### src/rtl/bcd_display_scanner_if.sv
// ============================================================================
// Module  : bcd_display_scanner_if
// Brief   : Bus bundle between a BCD value source and the display scanner.
// Revision: 1.0 - initial release
// ============================================================================
`default_nettype none

interface bcd_display_scanner_if #(
  parameter int NUM_DIGITS = 4
);
  logic [4*NUM_DIGITS-1:0] value_in;
  logic                    load;
  logic [3:0]              bcd_out;
  logic [NUM_DIGITS-1:0]   anode;
  logic                    pending;
  logic                    frame_tick;

  modport master (
    output value_in,
    output load,
    input  bcd_out,
    input  anode,
    input  pending,
    input  frame_tick
  );

  modport slave (
    input  value_in,
    input  load,
    output bcd_out,
    output anode,
    output pending,
    output frame_tick
  );
endinterface

`default_nettype wire

### src/rtl/bcd_display_scanner.sv
// ============================================================================
// Module  : bcd_display_scanner
// Brief   : Time-multiplexed 7-segment scan controller with a double-buffered
//           BCD value. Optional macro LEADING_ZERO_BLANK_EN blanks leading zeros.
// Revision: 1.0 - initial release
// ============================================================================
`default_nettype none

module bcd_display_scanner #(
  parameter int NUM_DIGITS       = 4,
  parameter int PRESCALE         = 100000,
  parameter int ANODE_ACTIVE_LOW = 1
) (
  input  wire logic              clk,
  input  wire logic              rst_n,
  bcd_display_scanner_if.slave   bus
);

  localparam int c_PW = (PRESCALE > 1) ? $clog2(PRESCALE) : 1;
  localparam int c_IW = (NUM_DIGITS > 1) ? $clog2(NUM_DIGITS) : 1;

  localparam logic [c_PW-1:0]       c_PRESC_LAST = c_PW'(PRESCALE - 1);
  localparam logic [c_IW-1:0]       c_IDX_LAST   = c_IW'(NUM_DIGITS - 1);
  localparam logic [NUM_DIGITS-1:0] c_ANODE_OFF  = {NUM_DIGITS{ANODE_ACTIVE_LOW != 0}};

  logic [c_PW-1:0]         r_presc;
  logic [c_IW-1:0]         r_idx;
  logic [4*NUM_DIGITS-1:0] r_shadow;
  logic [4*NUM_DIGITS-1:0] r_active;
  logic                    r_pending;
  logic                    r_frame_tick;
  logic [3:0]              r_bcd;
  logic [NUM_DIGITS-1:0]   r_anode;

  logic                    w_tc;
  logic                    w_fb;
  logic [3:0]              w_digits [NUM_DIGITS];
  wire  [NUM_DIGITS-1:0]   w_blank;
  logic [NUM_DIGITS-1:0]   w_onehot;

  assign w_tc     = (r_presc == c_PRESC_LAST);
  assign w_fb     = w_tc && (r_idx == c_IDX_LAST);
  assign w_onehot = {{(NUM_DIGITS-1){1'b0}}, 1'b1} << r_idx;

  for (genvar g = 0; g < NUM_DIGITS; g++) begin : g_digit
    assign w_digits[g] = r_active[4*g +: 4];
  end

`ifdef LEADING_ZERO_BLANK_EN
  // A digit is blank when it and everything above it is zero; the units digit always shows.
  for (genvar g = 0; g < NUM_DIGITS; g++) begin : g_blank
    if (g == 0) begin : g_lsd
      assign w_blank[g] = 1'b0;
    end else begin : g_upper
      assign w_blank[g] = (r_active[4*NUM_DIGITS-1:4*g] == '0);
    end
  end
`else
  assign w_blank = '0;
`endif

  // Scan timebase: prescaler and digit index.
  always_ff @(posedge clk or negedge rst_n) begin
    if (!rst_n) begin
      r_presc <= '0;
      r_idx   <= '0;
    end else begin
      r_presc <= w_tc ? '0 : r_presc + c_PW'(1);
      if (w_tc) begin
        r_idx <= (r_idx == c_IDX_LAST) ? '0 : r_idx + c_IW'(1);
      end
    end
  end

  // Double buffer: loads land in the shadow and only reach the display at a frame boundary.
  always_ff @(posedge clk or negedge rst_n) begin
    if (!rst_n) begin
      r_shadow     <= '0;
      r_active     <= '0;
      r_pending    <= 1'b0;
      r_frame_tick <= 1'b0;
    end else begin
      r_frame_tick <= w_fb;
      if (bus.load) begin
        r_shadow <= bus.value_in;
      end
      if (w_fb) begin
        if (bus.load) begin
          r_active  <= bus.value_in;
          r_pending <= 1'b0;
        end else if (r_pending) begin
          r_active  <= r_shadow;
          r_pending <= 1'b0;
        end
      end else if (bus.load) begin
        r_pending <= 1'b1;
      end
    end
  end

  always_ff @(posedge clk or negedge rst_n) begin
    if (!rst_n) begin
      r_bcd   <= 4'hF;
      r_anode <= c_ANODE_OFF;
    end else begin
      r_anode <= w_onehot ^ c_ANODE_OFF;
      r_bcd   <= w_blank[r_idx] ? 4'hF : w_digits[r_idx];
    end
  end

  assign bus.bcd_out    = r_bcd;
  assign bus.anode      = r_anode;
  assign bus.pending    = r_pending;
  assign bus.frame_tick = r_frame_tick;

endmodule

`default_nettype wire

### src/flat_wrapper.sv
// flat-port wrapper written by rule: the top's interface ports become plain ports
module bcd_display_scanner_flat 
#(
  parameter int NUM_DIGITS       = 4,
  parameter int PRESCALE         = 100000,
  parameter int ANODE_ACTIVE_LOW = 1
)
  (clk, rst_n, bus_value_in, bus_load, bus_bcd_out, bus_anode, bus_pending, bus_frame_tick);
  bcd_display_scanner_if #(.NUM_DIGITS(NUM_DIGITS)) bus_i ();
  input  wire logic clk;
  input  wire logic rst_n;
  input wire logic [$bits(bus_i.value_in)-1:0] bus_value_in;
  input wire logic [$bits(bus_i.load)-1:0] bus_load;
  output wire logic [$bits(bus_i.bcd_out)-1:0] bus_bcd_out;
  output wire logic [$bits(bus_i.anode)-1:0] bus_anode;
  output wire logic [$bits(bus_i.pending)-1:0] bus_pending;
  output wire logic [$bits(bus_i.frame_tick)-1:0] bus_frame_tick;
  assign bus_i.value_in = bus_value_in;
  assign bus_i.load = bus_load;
  assign bus_bcd_out = bus_i.bcd_out;
  assign bus_anode = bus_i.anode;
  assign bus_pending = bus_i.pending;
  assign bus_frame_tick = bus_i.frame_tick;
  bcd_display_scanner #(.NUM_DIGITS(NUM_DIGITS), .PRESCALE(PRESCALE), .ANODE_ACTIVE_LOW(ANODE_ACTIVE_LOW)) u_core (.clk(clk), .rst_n(rst_n), .bus(bus_i));
endmodule
### config.mk
export PLATFORM = sky130hd
export DESIGN_NAME = bcd_display_scanner_flat
export DESIGN_NICKNAME = d
export VERILOG_FILES = /design/src/rtl/bcd_display_scanner_if.sv /design/src/rtl/bcd_display_scanner.sv /design/src/flat_wrapper.sv
export SDC_FILE = /design/constraint.sdc
export NUM_CORES = 1
export LEC_CHECK = 0
export CAP_MARGIN = 5
export CORE_MARGIN = 3
export CORE_UTILIZATION = 50
export CTS_BUF_LIST = sky130_fd_sc_hd__clkbuf_8
export CTS_CLUSTER_DIAMETER = 50
export DETAILED_ROUTE_END_ITERATION = 16
export PLACE_DENSITY = 0.78
export SKIP_CTS_REPAIR_TIMING = 1
export SLEW_MARGIN = 20
export SYNTH_ARGS = -nofsm -noshare
export SYNTH_HDL_FRONTEND = slang
export SYNTH_SLANG_ARGS = --single-unit
### constraint.sdc
create_clock -name clk -period 2.06 [get_ports clk]
set_clock_uncertainty 0.2 [all_clocks]
set_input_delay 0.412 -clock clk [delete_from_list [all_inputs] [get_ports clk]]
set_output_delay 0.412 -clock clk [all_outputs]
set_load 0.02 [all_outputs]
==> run_results.csv, run 1 <==
group,metric,value,unit
run_status,status,"complete, no violations",
global_routing,grt_max_degree,62,
finish,area_growth,25.6,%
power,power_density,725,nW/um^2
clocking,cts-buffers-inserted,9,
logic_synthesis,synth_edf_count,0,
logic_synthesis,synth_cell_types,33,
sta,rsz0062_at_grt,"no",
sta,slew_headroom,74.1,%
sta,fmax,526,MHz
clocking,root_buffer,"clkbuf_8",
sta,hold_viol_final,0,
routing,vias_per_cell,5.13,
global_routing,grt_pass1_wl,7690,um
power,ir_worst_vdd,0.407,mV
logic_synthesis,yosys_warnings,0,
logic_synthesis,synthTopCellsByArea,"dfrtp_1 51%, mux2_2 10%, dfstp_2 8.1%",
routing,drt_iter0_drc,114,
min_path,hp-class,"reg -> reg",
place,dp.cells,281,
clocking,clk_pin_slew,0.06,ns
setup_path,crit_required,1.45,ns
routing,wl,4660,um
setup_path,cp.arrival,1.29,ns
global_routing,grt_pass1_vias,1551,
power,leakage,1.56,nW
global_routing,overflow,0,
global_routing,grt_usage,16.6,%
logic_synthesis,syn_avg_cell_area,14.5,sq um
die,core_area,4880,sq um
logic_synthesis,ys.flop_type,"dfrtp_1",
clocking,tritoncts,"done",
logic_synthesis,yosysMostFrequentCell,"dfrtp_1",
logic_synthesis,synth_common_cells,"53 x dfrtp_1, 23 x mux2_2, 12 x nor2_1",
setup_path,critPathKind,"reg -> out",
setup_path,worstReg2RegStart,"u_core.r_presc[5]$_DFF_PN0_",
finish,multiInputGateArea,1000,sq um
place,gp_congestion,0.790,
finish,layout.nets,250,
sta,min_period,1.90,ns
logic_synthesis,ys_ff_latch,61,
setup_path,cpPeakStageDelay,0.63,ns
setup_path,r2r_end,"u_core.r_idx[1]$_DFFE_PN0N_",
die,die-area,6100,sq um
die,rows,25,
finish,num_antenna_cells,0,
clocking,cts.path.max_buffers,2,
job,cap_violations,0,
sta,setup_violations,0,
die,die_y,78.1,um
die,die_w,78.1,um
clocking,clkLatencyLatePin,0.32,ns
routing,vias,1528,
logic_synthesis,syn_inst,179,
sta,tightest_slew,0.386,ns
setup_path,critPathTopFamily,"buffers and inverters",
setup_path,slowest_stage,"clkdlybuf4s50_1",
finish,fillers,362,
setup_path,endpoint_kind,"output pin",
global_routing,antenna_found_initial,0,
setup_path,r2r_slack,0.19,ns
setup_path,startpoint_type,"flip-flop",
routing,drtAntennaViolNets,0,
min_path,min_to,"u_core.r_shadow[4]$_DFFE_PN0P_",
setup_path,path_depth,1,
min_path,holdPathStages,1,
setup_path,critPathBufInv,1,
min_path,hold_path.startpoint,"u_core.r_shadow[4]$_DFFE_PN0P_",
die,ios,29,
die,start_util,53.2,%
setup_path,crit_path_cell_trace,"clkdlybuf4s50_1",
logic_synthesis,synthArstFlopShare,100,%
logic_synthesis,synth.largest_area_cell,"dfrtp_1",
sta,period_share,92.3,%
logic_synthesis,yosysTopAreaCellShare,51.1,%
logic_synthesis,synth_fp_nets,203,
finish,drive_gt1_share,33.8,%
routing,wl_per_cell,15.6,um
logic_synthesis,syn_area,2600,sq um
place,port_buffers,28,
routing,firstDrtPassIters,4,
setup_path,reg2reg_depth,4,
sta,report.final.slew_viol_count,0,
setup_path,crit_fanout,2,
finish,ff_latch_area,1540,sq um
sta,hold_slack,0.300,ns
clocking,ctsHtreeMaxLevel,3,
finish,layoutNonFillerInstCount,298,
logic_synthesis,seq_area_frac_synth,59.2,%
routing,route.detailed.drc,0,
clocking,cts_sinks,61,
place,place_hpwl,3190,um
-- logic make-up after synthesis --
| kind of cell | after synthesis | share of synthesized area (%) |
|---|---|---|
| AOI/OAI and AO/OA | 3 | 0.674 |
| xor gates and xnor gates | 14 | 4.72 |
| adders and majority gates | 5 | 2.41 |
| buffers and inverters | 13 | 2.31 |
| DFF | 61 | 59.2 |
| muxes | 37 | 19.2 |
| and+or+nand+nor | 46 | 11.5 |
-- per-stage QoR --
stage / worst slack, ns / setup TNS, ns / cell area, sq um / total power, mW / util (%)
final: 0.159 / 0 / 3260 / 2.37 / 66.9
after global routing: 0.0903 / 0 / 3260 / 2.47 / 66.9
after CTS: -0.0116 / -0.0237 / 3230 / 2.39 / 66.3
after detailed placement: -0.0901 / -1.24 / 3040 / 1.38 / 62.3
after global placement: -0.0684 / -0.859 / 3040 / 1.37 / 62.3
after floorplan: 0.105 / 0 / 2600 / 1.30 / -
-- report_power, final --
group,switching [mW],total [mW],internal (mW)
Sequential,0.00776,1.24,1.23
Combinational,0.0525,0.117,0.0645
Clock,0.434,1.01,0.579
Total,0.494,2.37,1.87
-- state kept, by name, indices dropped and copies added (netlist names) --
name,flops
u_core.bus.anode,4
u_core.bus.bcd_out,4
u_core.bus.frame_tick,1
u_core.bus.pending,1
u_core.r_active,16
u_core.r_idx,2
u_core.r_presc,17
u_core.r_shadow,16
-- layout by cell type, fill, tap and decap left out, types with 2 or more instances in the layout --
master and count:
nor4_1 2, buf_12 2, dlymetal6s2s_1 8, ha_1 5
inv_1 9, or4_1 2, nor2_1 12, xor2_1 3
dfstp_2 8, clkinv_2 4, clkbuf_8 10, nand4_1 5
mux2_2 23, nor3_1 4, mux2_4 10, buf_4 10
xnor2_1 11, nand2_1 2, dfrtp_1 53, clkdlybuf4s50_1 19
nand3_1 8, mux4_2 4
-- worst reg2reg max path, cell delays in order (launching register included) --
cell and delay [ns]:
dfrtp_1 0.41, nor4b_1 0.30, nand3_1 0.18, and4bb_2 0.35
mux2_2 0.33
-- area by class of cell --
| class | instances | share of cell area [%] |
|---|---|---|
| flip-flops and latches | 61 | 47.1 |
| clock buffers | 10 | 4.22 |
| clock inverters | 6 | 1.65 |
| inverters | 8 | 0.920 |
| repair buffers | 41 | 12.9 |
| multi-input cells | 105 | 30.7 |
| well taps | 67 | 2.57 |
-- per-layer routing --
| layer | track usage, % | share of wire [%] | vias up |
|---|---|---|---|
| met4 | 6.29 | 0.94 | 0 |
| met5 | 0 | 0 | - |
| met1 | 23.9 | 47 | 771 |
| met3 | 4.36 | 3.7 | 4 |
| met2 | 24.1 | 48 | 28 |
| li1 | - | - | 725 |
-- worst max path at each step --
stage | from | endpoint | slack [ns]
finish | u_core.bus.pending$_DFFE_PN0P_ | bus_pending | 0.16
global route | u_core.bus.pending$_DFFE_PN0P_ | bus_pending | 0.09
CTS | u_core.bus.anode[3]$_DFF_PN1_ | bus_anode[3] | -0.01
detailed placement | bus_load | u_core.r_active[4]$_DFFE_PN0P_ | -0.09
global placement | bus_load | u_core.r_active[0]$_DFFE_PN0P_ | -0.07
floorplan | u_core.r_idx[1]$_DFFE_PN0N_ | u_core.r_active[0]$_DFFE_PN0P_ | 0.11
Power figures use the tool's default switching activity.
==> run 2: changes to the inputs <==
Settings changed: CORE_MARGIN 3 to default, PLACE_DENSITY 0.78 to default, PLACE_DENSITY_LB_ADDON from default to 0.3, SETUP_SLACK_MARGIN from default to 0.2.
==> run_results.csv, run 2 (synthesis gave the netlist of run 1 again) <==
group,metric,value,unit
setup_path,startpoint_type,"flip-flop",
finish,mostFrequentLayoutCell,"dfrtp_1",
global_routing,antenna_found_initial,0,
setup_path,cp.arrival,1.88,ns
die,core_area,4850,sq um
setup_path,crit_fanout,4,
sta,rsz0062_at_grt,"yes",
sta,hold_viol_final,0,
power,p_total,2.55,mW
place,dp.cells,281,
die,rows,25,
sta,report.final.slew_viol_count,0,
clocking,cts-buffers-inserted,9,
setup_path,critPathBufInv,0,
sta,tightest_slew,0.530,ns
routing,route.detailed.drc,0,
routing,drtAntennaViolNets,0,
routing,wl,5110,um
die,die_w,74.1,um
power,leakage,1.62,nW
power,power_switching,544,uW
setup_path,cpPeakStageDelay,0.44,ns
power,p_int,2.01,mW
sta,period_share,90.3,%
setup_path,endpoint_kind,"flip-flop",
routing,drt_iter0_drc,49,
sta,setup_violations,0,
run_status,status,"complete, no violations",
finish,drive_gt1_share,41.0,%
setup_path,slowest_stage,"dfrtp_2",
place,place_hpwl,3460,um
sta,slew_headroom,64.7,%
finish,fillers,335,
routing,vias_per_cell,5.25,
setup_path,crit_required,2.08,ns
finish,num_antenna_cells,0,
place,port_buffers,28,
routing,wl_per_cell,16.7,um
clocking,root_buffer,"clkbuf_8",
setup_path,critPathTopFamily,"simple AND/OR/NAND/NOR gates",
power,swShare,21.3,%
sta,fmax,537,MHz
die,ios,29,
sta,hold_slack,0.299,ns
clocking,cts.path.max_buffers,2,
power,power_density,744,nW/um^2
clocking,tritoncts,"done",
global_routing,grt_max_degree,24,
setup_path,crit_path_cell_trace,"nor4b_4 > nand3_2 > and4bb_2 > mux2_2",
finish,top_regs,"u_core.r_presc x17, u_core.r_active x16, u_core.r_shadow x16",
finish,area_growth,32.0,%
die,die-area,5490,sq um
finish,largest_register,"u_core.r_presc",
sta,min_period,1.86,ns
global_routing,grt_pass1_vias,1672,
power,seqPwrFrac,48.5,%
die,start_util,53.6,%
routing,firstDrtPassIters,4,
global_routing,overflow,0,
job,cap_violations,0,
power,clkPwrFrac,46.7,%
finish,final_cell_mix,"49 x dfrtp_1, 23 x mux2_2, 17 x clkdlybuf4s50_1",
global_routing,grt_pass1_wl,8120,um
clocking,clkLatencyLatePin,0.34,ns
routing,vias,1608,
sta,totalNegativeSetupSlack,0,ns
min_path,hp-class,"reg -> reg",
finish,layoutNonFillerInstCount,306,
clocking,cts_sinks,61,
place,gp_congestion,0.800,
clocking,clk_pin_slew,0.07,ns
global_routing,grt_usage,20.5,%
finish,layout.nets,258,
setup_path,critPathKind,"reg -> reg",
power,combPwrFrac,4.8,%
power,ir_worst_vdd,0.426,mV
die,die_y,74.1,um
clocking,ctsHtreeMaxLevel,3,
finish,largest_register_ffs,17,
run 2: changes by cell type in the layout (fill, tap and decap cells not counted), sizes merged:
cell and delta:
inv -1, clkinv -1, clkdlybuf4s50 -2, buf +8, dlymetal6s2s +2, clkinvlp +1, bufinv +1
run 2: worst paths after layout:
kind / start / end / slack [ns] / depth (start not counted)
max in group asynchronous: rst_n / u_core.r_active[8]$_DFFE_PN0P_ / 0.77 / 3
setup / recovery: u_core.r_presc[5]$_DFF_PN0_ / u_core.r_idx[1]$_DFFE_PN0N_ / 0.20 / 4
hold reg to reg: u_core.r_shadow[15]$_DFFE_PN0P_ / u_core.r_shadow[15]$_DFFE_PN0P_ / 0.30 / 1
hold / removal: u_core.r_shadow[15]$_DFFE_PN0P_ / u_core.r_shadow[15]$_DFFE_PN0P_ / 0.30 / 1
min in group asynchronous: rst_n / u_core.r_idx[0]$_DFFE_PN0N_ / 0.38 / 2
setup reg to reg: u_core.r_presc[5]$_DFF_PN0_ / u_core.r_idx[1]$_DFFE_PN0N_ / 0.20 / 4
run 2: power by group through the flow:
stage	Combinational, mW	Clock, mW	Sequential (mW)
2_1_floorplan	0.0461	0	1.26
3_3_place_gp	0.117	0	1.26
3_5_place_dp	0.122	0	1.26
4_1_cts	0.124	1.21	1.24
5_1_grt	0.134	1.25	1.24
6_report	0.122	1.19	1.24
run 2: metal layers:
layer  up-vias  track usage, %  wire length [um]
met5         -               0                 0
met4         0            12.2                89
met3        10            4.07               245
met1       817            28.5              2240
met2        40            30.1              2540
li1        741               -                 -
run 2: stage by stage:
| step | util (%) | area [sq um] | setup WS, ns |
|---|---|---|---|
| after floorplan | - | 2620 | 0.208 |
| after global placement | 63.3 | 3070 | -0.0713 |
| after detailed placement | 63.3 | 3070 | -0.0895 |
| after CTS | 67.9 | 3290 | -0.0311 |
| after global routing | 70.7 | 3430 | 0.117 |
| final | 70.7 | 3430 | 0.200 |
run 2: layout make-up:
| class | instances | area (sq um) | area share (%) |
|---|---|---|---|
| Timing Repair Buffer | 49 | 505 | 14.7 |
| Multi-Input combinational cell | 105 | 1040 | 30.4 |
| Clock buffer | 10 | 138 | 4.01 |
| Inverter | 8 | 30.0 | 0.876 |
| Tap cell | 67 | 83.8 | 2.45 |
| Sequential cell | 61 | 1540 | 45.0 |
| Clock inverter | 6 | 86.3 | 2.52 |
run 2: worst register-to-register path, cell delays in order (launching register included):
cell      delay (ns)
dfrtp_2         0.44
nor4b_4         0.28
nand3_2         0.13
and4bb_2        0.36
mux2_2          0.33
